### config.mk
export PLATFORM = sky130hd
export DESIGN_NAME = calc_add_controller_flat
export DESIGN_NICKNAME = d
export VERILOG_FILES = /design/src/rtl/calc_add_controller_if.sv /design/src/rtl/calc_add_controller.sv /design/src/flat_wrapper.sv
export SDC_FILE = /design/constraint.sdc
export NUM_CORES = 1
export LEC_CHECK = 0
export ABC_AREA = 1
export BUFFER_PORTS_ARGS = -buffer_cell sky130_fd_sc_hd__buf_2
export CORE_MARGIN = 2
export CORE_UTILIZATION = 30
export DETAILED_ROUTE_END_ITERATION = 8
export HOLD_SLACK_MARGIN = 0.1
export SLEW_MARGIN = 10
export SYNTH_ARGS = -nofsm -noshare
export SYNTH_HDL_FRONTEND = slang
export SYNTH_SLANG_ARGS = --single-unit
### constraint.sdc
create_clock -name clk_i -period 2.8 [get_ports clk_i]
set_clock_uncertainty 0.05 [all_clocks]
set_input_delay 0.56 -clock clk_i [delete_from_list [all_inputs] [get_ports clk_i]]
set_output_delay 0.56 -clock clk_i [all_outputs]
set_load 0.02 [all_outputs]
### src/rtl/calc_add_controller_if.sv
// Bus bundle between calc_add_controller (master side) and the calculator wrapper,
// the shared SRAM and the adder32 instance (slave side).
interface calc_add_controller_if #(
    parameter int ADDR_W = 10,
    parameter int DATA_W = 32,
    parameter int MEM_W  = 2 * DATA_W
);
    logic              start_i;
    logic [ADDR_W-1:0] read_start_addr_i;
    logic [ADDR_W-1:0] read_end_addr_i;
    logic [ADDR_W-1:0] write_start_addr_i;

    logic              mem_rd_en_o;
    logic [ADDR_W-1:0] mem_rd_addr_o;
    logic [MEM_W-1:0]  mem_rd_data_i;

    logic              mem_wr_en_o;
    logic [ADDR_W-1:0] mem_wr_addr_o;
    logic [MEM_W-1:0]  mem_wr_data_o;

    logic [DATA_W-1:0] op_a_o;
    logic [DATA_W-1:0] op_b_o;
    logic [DATA_W-1:0] sum_i;

    logic              busy_o;
    logic              done_o;
    logic              carry_o;

    modport master (
        input  start_i, read_start_addr_i, read_end_addr_i, write_start_addr_i,
        input  mem_rd_data_i, sum_i,
        output mem_rd_en_o, mem_rd_addr_o,
        output mem_wr_en_o, mem_wr_addr_o, mem_wr_data_o,
        output op_a_o, op_b_o,
        output busy_o, done_o, carry_o
    );

    modport slave (
        output start_i, read_start_addr_i, read_end_addr_i, write_start_addr_i,
        output mem_rd_data_i, sum_i,
        input  mem_rd_en_o, mem_rd_addr_o,
        input  mem_wr_en_o, mem_wr_addr_o, mem_wr_data_o,
        input  op_a_o, op_b_o,
        input  busy_o, done_o, carry_o
    );
endinterface

### src/rtl/calc_add_controller.sv
// Sequencer that feeds operand pairs to adder32 and packs two sums per result word.
// Optional macro CALC_CARRY_FLAG_EN enables the sticky unsigned-overflow flag carry_o.
module calc_add_controller #(
    parameter int ADDR_W = 10,
    parameter int MEM_W  = 64
) (
    input  logic clk_i,
    input  logic rst_i,
    calc_add_controller_if.master bus
);
    localparam int DATA_W = MEM_W / 2;

    typedef enum logic [2:0] {IDLE, READ, ADD, STORE, WRITE, DONE} state_t;

    state_t            state;
    state_t            next_state;

    logic [ADDR_W-1:0] rd_addr;
    logic [ADDR_W-1:0] end_addr;
    logic [ADDR_W-1:0] wr_addr;
    logic [MEM_W-1:0]  result_buf;
    logic              half;
    logic [DATA_W-1:0] op_a;
    logic [DATA_W-1:0] op_b;
    logic              carry;

    logic              rd_en;
    logic              wr_en;
    logic              busy;
    logic              done;
    logic              last_operand;

    assign last_operand = (rd_addr == end_addr);

    always_ff @(posedge clk_i) begin
        if (rst_i) begin
            state <= IDLE;
        end else begin
            state <= next_state;
        end
    end

    always_comb begin
        next_state = state;
        case (state)
            IDLE: begin
                if (bus.start_i) begin
                    if (bus.read_end_addr_i < bus.read_start_addr_i) begin
                        next_state = DONE;
                    end else begin
                        next_state = READ;
                    end
                end
            end
            READ:  next_state = ADD;
            ADD:   next_state = STORE;
            // half==1 means this sum fills the upper slot, so the word is complete
            STORE: next_state = (half || last_operand) ? WRITE : READ;
            WRITE: next_state = last_operand ? DONE : READ;
            DONE:  next_state = IDLE;
            default: next_state = IDLE;
        endcase
    end

    always_comb begin
        rd_en = 1'b0;
        wr_en = 1'b0;
        busy  = 1'b1;
        done  = 1'b0;
        case (state)
            IDLE:    busy  = 1'b0;
            READ:    rd_en = 1'b1;
            WRITE:   wr_en = 1'b1;
            DONE:    done  = 1'b1;
            default: ;
        endcase
    end

    always_ff @(posedge clk_i) begin
        if (rst_i) begin
            rd_addr    <= '0;
            end_addr   <= '0;
            wr_addr    <= '0;
            result_buf <= '0;
            half       <= 1'b0;
            op_a       <= '0;
            op_b       <= '0;
        end else begin
            case (state)
                IDLE: begin
                    if (bus.start_i) begin
                        rd_addr    <= bus.read_start_addr_i;
                        end_addr   <= bus.read_end_addr_i;
                        wr_addr    <= bus.write_start_addr_i;
                        result_buf <= '0;
                        half       <= 1'b0;
                    end
                end
                ADD: begin
                    op_a <= bus.mem_rd_data_i[MEM_W-1:DATA_W];
                    op_b <= bus.mem_rd_data_i[DATA_W-1:0];
                end
                STORE: begin
                    if (half) begin
                        result_buf[MEM_W-1:DATA_W] <= bus.sum_i;
                    end else begin
                        result_buf[DATA_W-1:0] <= bus.sum_i;
                    end
                    half <= ~half;
                    if (!half && !last_operand) begin
                        rd_addr <= rd_addr + 1'b1;
                    end
                end
                WRITE: begin
                    wr_addr    <= wr_addr + 1'b1;
                    result_buf <= '0;
                    half       <= 1'b0;
                    if (!last_operand) begin
                        rd_addr <= rd_addr + 1'b1;
                    end
                end
                default: ;
            endcase
        end
    end

`ifdef CALC_CARRY_FLAG_EN
    // A modulo-2^32 sum smaller than one addend means the add wrapped
    always_ff @(posedge clk_i) begin
        if (rst_i) begin
            carry <= 1'b0;
        end else if (state == IDLE && bus.start_i) begin
            carry <= 1'b0;
        end else if (state == STORE && bus.sum_i < op_a) begin
            carry <= 1'b1;
        end
    end
`else
    assign carry = 1'b0;
`endif

    assign bus.mem_rd_en_o   = rd_en;
    assign bus.mem_rd_addr_o = rd_addr;
    assign bus.mem_wr_en_o   = wr_en;
    assign bus.mem_wr_addr_o = wr_addr;
    assign bus.mem_wr_data_o = result_buf;
    assign bus.op_a_o        = op_a;
    assign bus.op_b_o        = op_b;
    assign bus.busy_o        = busy;
    assign bus.done_o        = done;
    assign bus.carry_o       = carry;
endmodule

### src/flat_wrapper.sv
// flat-port wrapper written by rule: the top's interface ports become plain ports
module calc_add_controller_flat 
#(
    parameter int ADDR_W = 10,
    parameter int MEM_W  = 64
)
  (clk_i, rst_i, bus_start_i, bus_read_start_addr_i, bus_read_end_addr_i, bus_write_start_addr_i, bus_mem_rd_data_i, bus_sum_i, bus_mem_rd_en_o, bus_mem_rd_addr_o, bus_mem_wr_en_o, bus_mem_wr_addr_o, bus_mem_wr_data_o, bus_op_a_o, bus_op_b_o, bus_busy_o, bus_done_o, bus_carry_o);
  calc_add_controller_if #(.ADDR_W(ADDR_W), .DATA_W((32)), .MEM_W(MEM_W)) bus_i ();
  input  logic clk_i;
  input  logic rst_i;
  input wire logic [$bits(bus_i.start_i)-1:0] bus_start_i;
  input wire logic [$bits(bus_i.read_start_addr_i)-1:0] bus_read_start_addr_i;
  input wire logic [$bits(bus_i.read_end_addr_i)-1:0] bus_read_end_addr_i;
  input wire logic [$bits(bus_i.write_start_addr_i)-1:0] bus_write_start_addr_i;
  input wire logic [$bits(bus_i.mem_rd_data_i)-1:0] bus_mem_rd_data_i;
  input wire logic [$bits(bus_i.sum_i)-1:0] bus_sum_i;
  output wire logic [$bits(bus_i.mem_rd_en_o)-1:0] bus_mem_rd_en_o;
  output wire logic [$bits(bus_i.mem_rd_addr_o)-1:0] bus_mem_rd_addr_o;
  output wire logic [$bits(bus_i.mem_wr_en_o)-1:0] bus_mem_wr_en_o;
  output wire logic [$bits(bus_i.mem_wr_addr_o)-1:0] bus_mem_wr_addr_o;
  output wire logic [$bits(bus_i.mem_wr_data_o)-1:0] bus_mem_wr_data_o;
  output wire logic [$bits(bus_i.op_a_o)-1:0] bus_op_a_o;
  output wire logic [$bits(bus_i.op_b_o)-1:0] bus_op_b_o;
  output wire logic [$bits(bus_i.busy_o)-1:0] bus_busy_o;
  output wire logic [$bits(bus_i.done_o)-1:0] bus_done_o;
  output wire logic [$bits(bus_i.carry_o)-1:0] bus_carry_o;
  assign bus_i.start_i = bus_start_i;
  assign bus_i.read_start_addr_i = bus_read_start_addr_i;
  assign bus_i.read_end_addr_i = bus_read_end_addr_i;
  assign bus_i.write_start_addr_i = bus_write_start_addr_i;
  assign bus_i.mem_rd_data_i = bus_mem_rd_data_i;
  assign bus_i.sum_i = bus_sum_i;
  assign bus_mem_rd_en_o = bus_i.mem_rd_en_o;
  assign bus_mem_rd_addr_o = bus_i.mem_rd_addr_o;
  assign bus_mem_wr_en_o = bus_i.mem_wr_en_o;
  assign bus_mem_wr_addr_o = bus_i.mem_wr_addr_o;
  assign bus_mem_wr_data_o = bus_i.mem_wr_data_o;
  assign bus_op_a_o = bus_i.op_a_o;
  assign bus_op_b_o = bus_i.op_b_o;
  assign bus_busy_o = bus_i.busy_o;
  assign bus_done_o = bus_i.done_o;
  assign bus_carry_o = bus_i.carry_o;
  calc_add_controller #(.ADDR_W(ADDR_W), .MEM_W(MEM_W)) u_core (.clk_i(clk_i), .rst_i(rst_i), .bus(bus_i));
endmodule
==> summary.md, run 1 <==
| Metric | Value |
|---|---|
| Area Overhead vs Synth | `31.60%` |
| Post-DP Area | `8439 um^2` |
| Dominant cells by area after synthesis | `dfxtp_1, nor2_1, o21ai_0` |
| Area of the mapped netlist | `6867 um^2` |
| Mapped Nets | `approximately 1100` |
| Relative slew slack | `0.5185` |
| Grt ovf | `0` |
| H-tree depth | `4` |
| Root Buffer | `clkbuf_16` |
| Fin cells | `1514` |
| Gate Count Post-Synth | `approximately 960` |
| Vias per std cell | `4.567` |
| Clock sinks | `162` |
| Critical path launch point type | `flip-flop` |
| Core area | `22570 um^2` |
| Warnings, synthesis | `0` |
| Met2 GRT Util | `0.2681` |
| Period minus WS final | `2.528 ns` |
| Nets | `1355` |
| Final setup fails | `0` |
| Post-synth top area share | `0.4723` |
| EDFF count, synth | `0` |
| Worst path cell trace | `nand3_1 > inv_1 > buf_2` |
| Distinct cells, synth | `37` |
| Switching Fraction | `0.4329` |
| Final max-slew violation count | `0` |
| Total setup buffers inserted after CTS | `0` |
| Max Fclk | `~0.40 GHz` |
| Most frequent cells after synthesis | `nor2_1, dfxtp_1, o21ai_0` |
| Final Wtd Congestion | `between 0.7 and 0.8` |
| IO Count | `between 200 and 300` |
| Clock power frac | `0.243` |
| Area of the multi-input gates | `3059 um^2` |
| Die area | `24120 um^2` |
| Aggregate global-route resource usage | `0.1688` |
| Post-Route WL | `20.97 mm` |
| Global-route wire length before repair | `32.78 mm` |
| Grt met3 use | `0.06407` |
| Area occupied by registers | `around 3200 um^2` |
| Share of cells above drive strength 1 | `0.2818` |
| Hold Vio Cnt, Final | `0` |
| Pwr Density | `roughly 1100 nW/um^2` |
| CP Capture Type | `primary output` |
| Post-DRT Antenna Nets | `0` |
| Async set or reset register ratio after synthesis | `0` |
| Rows | `55` |
| Clock slew at reported path FFs | `0.07 ns` |
| Setup TNS | `0 ns` |
| CP Data Required Time | `between 2 and 2.5 ns` |
| RSZ-0062 raised after global routing | `false` |
| Antenna violations before repair | `1` |
| Port bufs | `280` |
| Starting Density | `0.3042` |
| Psw | `roughly 4.3 mW` |
| CTS tree | `done` |
| Synth Area per Inst | `just over 7 um^2` |
| WL/cell | `~14 um` |
| Total iterations of the first detailed-routing run | `5` |
| P_int | `5.573 mW` |
| Final Core Density | `0.4003` |
| Die span in y | `between 150 and 200 um` |
| Via count | `6915` |
| Number of global-route vias before repair | `6500` |
| Worst EP arrival | `1.92 ns` |
| Clk_lat worst skew | `0.43 ns` |
| Die Wd | `155.3 um` |
| Most common cell in the netlist | `nor2_1` |
| Inserted Clock Buffers | `17` |
| Hold Path Class | `in -> reg` |
| Reg power frac | `0.353` |
| Post-DP HPWL | `14.85 mm` |
| Area leader, netlist | `dfxtp_1` |
| Worst Hold Depth | `3` |
| Largest net degree at the start of global routing | `65` |
| Top Usage Layer GRT | `met2` |
| Critical path's slowest cell | `inv_1` |
| Comb power frac | `0.405` |
| Maxcap violations | `0` |
| Worst reg-to-reg setup slack | `0.66 ns` |
| Met1 Use GR | `0.2111` |
| DRC | `0` |
| Resized cells post-CTS | `0` |
| Maximum vdd ir drop | `500.6 uV` |
| CTS Buffer Depth | `2` |
| Synthesized flop and latch total | `between 150 and 200` |
| Placed Cells | `1481` |
| Seq/Total Area, Yosys | `0.4723` |
| Kind of critical path | `reg -> out` |
| Cts hold-fix bufs | `0` |
| Max stage delay on crit path | `0.46 ns` |
| Cell area after layout | `roughly 9000 um^2` |
| Least-Margin Pin Slew | `roughly 0.72 ns` |
| Status | `finished clean` |
| Number of fill cells | `2452` |
| Final Hold Slack | `0.3237 ns` |
| Ys flop type | `dfxtp_1` |
| R2r worst-path depth | `7` |
| Max FO, Critical Path | `13` |
| LEAKAGE | `4.482 nW` |
| Initial detailed-routing violation count | `328` |
| Tcrit/Tclk final | `0.9029` |
==> state kept, by name (all words and copies together) (netlist names) <==
register and cells:
u_core.bus.mem_wr_data_o 64, u_core.bus.op_a_o 32, u_core.bus.op_b_o 32, u_core.bus.mem_rd_addr_o 10, u_core.bus.mem_wr_addr_o 10, u_core.end_addr 10, u_core.state 3, u_core.half 1
==> power groups by stage <==
| stage | clock network [mW] | registers (mW) | logic, mW |
|---|---|---|---|
| floorplan | 0 | 4.22 | 2.06 |
| global placement | 0 | 3.49 | 3.97 |
| detailed placement | 0 | 3.50 | 4.02 |
| CTS | 2.44 | 3.46 | 4.03 |
| global route | 2.54 | 3.56 | 4.45 |
| finish | 2.38 | 3.47 | 3.98 |
==> cell type report <==
cell class | count | share of cell area
tap | 285 | 0.03946
clock buffer | 19 | 0.05012
sequential | 162 | 0.3589
antenna | 1 | 0.0002769
multi-input combinational | 671 | 0.3385
inverter | 72 | 0.03005
timing repair buffer | 291 | 0.1670
clock inverter | 13 | 0.01565
==> path summary, 6_finish.rpt <==
kind,from,endpoint
worst max-delay path,u_core.state[2],bus_mem_wr_en_o
worst min register to register,u_core.end_addr[9],u_core.end_addr[9]
worst max register to register,u_core.state[2],u_core.bus.mem_rd_addr_o[5]
worst min-delay path,bus_mem_rd_data_i[30],u_core.bus.op_b_o[30]
==> metrics by stage <==
stage	total power, mW	worst slack, ns
6_report	9.828	0.2720
5_1_grt	10.55	0.08515
4_1_cts	9.927	0.2384
3_5_place_dp	7.516	0.6589
3_3_place_gp	7.465	0.6703
2_1_floorplan	6.283	1.189
==> critical path, delay by kind of cell (launching register included) <==
family | cells | cell delay [ns]
buffers and inverters | 2 | 0.71
DFF | 1 | 0.42
and+or+nand+nor | 1 | 0.37
==> kinds of logic after synthesis <==
logic type | count (synthesis) | share of synthesized area
AOI/OAI and AO/OA | 209 | 0.1574
xor gates and xnor gates | 7 | 0.008929
adders and majority gates | 11 | 0.02004
buffers and inverters | 131 | 0.08254
DFF | 162 | 0.4723
other | 1 | 0.0005461
and+or+nand+nor | 443 | 0.2582
==> layer usage <==
layer	share of wire	wire, um	vias to the layer above
met5	0	0	-
met4	0.018	387	0
met3	0.080	1670	27
met2	0.45	9452	213
met1	0.45	9457	3106
li1	-	-	3569
==> layout by cell type (no fill, tap or decap), types with 2 or more instances in the layout <==
| cell type | instances |
|---|---|
| xor2_1 | 3 |
| nand4_1 | 6 |
| nand2_2 | 5 |
| inv_1 | 62 |
| clkbuf_16 | 17 |
| buf_4 | 9 |
| clkinv_4 | 5 |
| dfxtp_1 | 162 |
| a21oi_1 | 48 |
| nor2_2 | 3 |
| xnor2_1 | 4 |
| nand3b_1 | 3 |
| nand3_1 | 25 |
| nor2_1 | 294 |
| nand2_1 | 101 |
| a211oi_1 | 3 |
| buf_12 | 2 |
| inv_6 | 3 |
| ha_1 | 11 |
| o21ai_0 | 142 |
| clkbuf_8 | 2 |
| o21ai_1 | 9 |
| inv_2 | 9 |
| inv_8 | 3 |
| buf_2 | 280 |
Power figures use the tool's default switching activity.
==> inputs of run 2 (changes only) <==
--- a/config.mk
+++ b/config.mk
@@ -7,6 +7,7 @@
 export LEC_CHECK = 0
 export ABC_AREA = 1
 export BUFFER_PORTS_ARGS = -buffer_cell sky130_fd_sc_hd__buf_2
+export CORE_ASPECT_RATIO = 0.9
 export CORE_MARGIN = 2
 export CORE_UTILIZATION = 30
 export DETAILED_ROUTE_END_ITERATION = 8
==> summary.md, run 2 (same netlist as run 1, synthesis figures left out) <==
| Metric | Value |
|---|---|
| Resized cells post-CTS | `0 (unchanged)` |
| Inserted Clock Buffers | `17 (unchanged)` |
| RSZ-0062 raised after global routing | `false` |
| Hold Vio Cnt, Final | `0 (unchanged)` |
| Die Wd | `163.5 um (+5.3%)` |
| Post-Route WL | `21.12 mm (+0.72%)` |
| Number of fill cells | `2483 (+1.3%)` |
| Maxcap violations | `0 (unchanged)` |
| Hold Path Sink | `u_core.bus.mem_wr_data_o[18]` |
| Relative slew slack | `0.5913 (+0.07276)` |
| Vias per std cell | `4.510 (-1.2%)` |
| Total iterations of the first detailed-routing run | `4 (-1)` |
| Final Hold Slack | `0.3222 ns (-0.001507 ns)` |
| Period minus WS final | `2.512 ns (-0.01590 ns)` |
| Status | `finished clean` |
| Critical path's slowest cell | `inv_1` |
| Most common cell after layout, fill and taps aside | `nor2_1` |
| Max FO, Critical Path | `13 (unchanged)` |
| H-tree depth | `4 (unchanged)` |
| LEAKAGE | `4.482 nW (about the same)` |
| Worst Hold Depth | `3 (unchanged)` |
| Least-Margin Pin Slew | `0.6122 ns (-0.1100 ns)` |
| Global-route wire length before repair | `33.04 mm (+0.78%)` |
| WL/cell | `13.86 um (about the same)` |
| Die area | `24120 um^2 (about the same)` |
| Grt ovf | `0 (unchanged)` |
| CTS Buffer Depth | `2 (unchanged)` |
| Largest net degree at the start of global routing | `79 (+22%)` |
| Root Buffer | `clkbuf_16` |
| Area Overhead vs Synth | `31.81%` |
| Area of the multi-input gates | `3059 um^2 (unchanged)` |
| Clock sinks | `162 (unchanged)` |
| Critical register-to-register path endpoint | `u_core.bus.mem_rd_addr_o[1]` |
| Post-DRT Antenna Nets | `0 (unchanged)` |
| Post-DP Area | `8459 um^2 (+0.24%)` |
| Die span in y | `147.5 um (-5.0%)` |
| Clk_lat worst skew | `0.43 ns (about the same)` |
| Worst EP arrival | `1.90 ns (-0.02 ns)` |
| Total setup buffers inserted after CTS | `0 (unchanged)` |
| Antenna violations before repair | `0 (-1)` |
| Buf/Inv on CP | `2 (unchanged)` |
| Pwr Density | `1081 nW/um^2 (-0.60%)` |
| Cell area after layout | `9051 um^2 (+0.17%)` |
| Number of flip-flops in the largest register | `64 (unchanged)` |
| Hold_sp | `bus_sum_i[18]` |
| IO Count | `282 (unchanged)` |
| CTS tree | `done` |
| Worst path cell trace | `nand3_1 > inv_1 > buf_2` |
| Final Wtd Congestion | `0.8394 (+5.8%)` |
| Post-DP HPWL | `14.62 mm (-1.5%)` |
| Clock slew at reported path FFs | `0.08 ns (about the same)` |
| Rows | `52 (-5.5%)` |
| DRC | `0 (unchanged)` |
| CP Capture Type | `primary output` |
| Maximum vdd ir drop | `462.0 uV (-7.7%)` |
| Port bufs | `280 (unchanged)` |
| Aggregate global-route resource usage | `0.1704 (+0.001604)` |
| Final max-slew violation count | `0 (unchanged)` |
| Kind of critical path | `reg -> out` |
| Area occupied by registers | `3243 um^2 (unchanged)` |
| Max Fclk | `0.3981 GHz (+0.63%)` |
| Initial detailed-routing violation count | `405 (+23%)` |
| Worst reg-to-reg setup slack | `0.79 ns (+0.13 ns)` |
| Commonest cells after routing, fill and taps aside | `nor2_1, buf_2, dfxtp_1, o21ai_0, nand2_1` |
| Critical path launch point type | `flip-flop` |
| Hold Path Class | `in -> reg` |
| Starting Density | `0.3050 (+0.0008116)` |
| Via count | `6874 (-0.59%)` |
| Cts hold-fix bufs | `0 (unchanged)` |
| Number of global-route vias before repair | `6338 (-2.5%)` |
| R2r startpoint | `u_core.state[2]` |
| Place WS | `0.6934 ns (+0.03458 ns)` |
| Share of cells above drive strength 1 | `0.2812 (-0.0005854)` |
| Setup TNS | `0 ns (unchanged)` |
| Final setup fails | `0 (unchanged)` |
| Antenna cells | `0 (-1)` |
| Core area | `22510 um^2 (-0.27%)` |
| Post-route worst setup slack | `0.2879 ns (+0.01590 ns)` |
| CP delay by family, top | `buffers and inverters` |
| Tcrit/Tclk final | `0.8972 (-0.005679)` |
| Max stage delay on crit path | `0.45 ns (about the same)` |
| CP Data Required Time | `2.19 ns (about the same)` |
| R2r worst-path depth | `8 (+1)` |
| Nets | `1354 (-0.074%)` |
run 2: cell types whose count changed in the layout (fill, tap and decap cells not counted), sizes merged:
cell      change
inv           +3
clkbuf        -1
diode         -1
bufinv        -1
clkinvlp      -1
buf           -1
run 2: where the power goes:
part	internal (mW)	switching (mW)	total, mW
Clock	1.23	1.14	2.36
Sequential	3.01	0.455	3.46
Combinational	1.26	2.70	3.96
run 2: worst max path at each step:
| stage | startpoint | end | slack (ns) | cells after the start |
|---|---|---|---|---|
| 2_1_floorplan | u_core.bus.mem_wr_addr_o[0] | u_core.bus.mem_wr_addr_o[8] | 1.19 | 8 |
| 3_3_place_gp | u_core.state[2] | bus_mem_wr_en_o | 0.72 | 3 |
| 3_5_place_dp | u_core.state[2] | bus_mem_wr_en_o | 0.69 | 3 |
| 4_1_cts | u_core.state[2] | bus_mem_wr_en_o | 0.23 | 3 |
| 5_1_grt | u_core.state[2] | bus_mem_wr_en_o | 0.12 | 3 |
| 6_report | u_core.state[2] | bus_mem_wr_en_o | 0.29 | 3 |
run 2: metrics by stage:
step / cells / utilization / total power [mW]
after floorplan: 964 / - / 6.283
after global placement: 1492 / 0.3758 / 7.442
after detailed placement: 1492 / 0.3758 / 7.498
after CTS: 1524 / 0.4021 / 9.914
after global routing: 1524 / 0.4021 / 10.52
final: 1524 / 0.4021 / 9.785
run 2: area by class of cell:
class / instances / area share
Multi-Input combinational cell: 671 / 0.3380
Timing Repair Buffer: 290 / 0.1673
Clock buffer: 18 / 0.04852
Clock inverter: 14 / 0.01686
Inverter: 72 / 0.03000
Tap cell: 297 / 0.04106
Sequential cell: 162 / 0.3583
run 2: layer usage:
metal,GRT usage,vias to the layer above,part of all wire
met4,0.04912,0,0.017
met5,0,-,0
met3,0.05556,25,0.074
met1,0.2220,3098,0.46
met2,0.2698,178,0.45
li1,-,3573,-
run 2: worst min-delay path: cells and delay by family:
family                 cells  cell delay (ns)
AND/OR/NAND/NOR            1             0.07
buffers and inverters      1             0.09
AO/OA/AOI/OAI              1             0.05
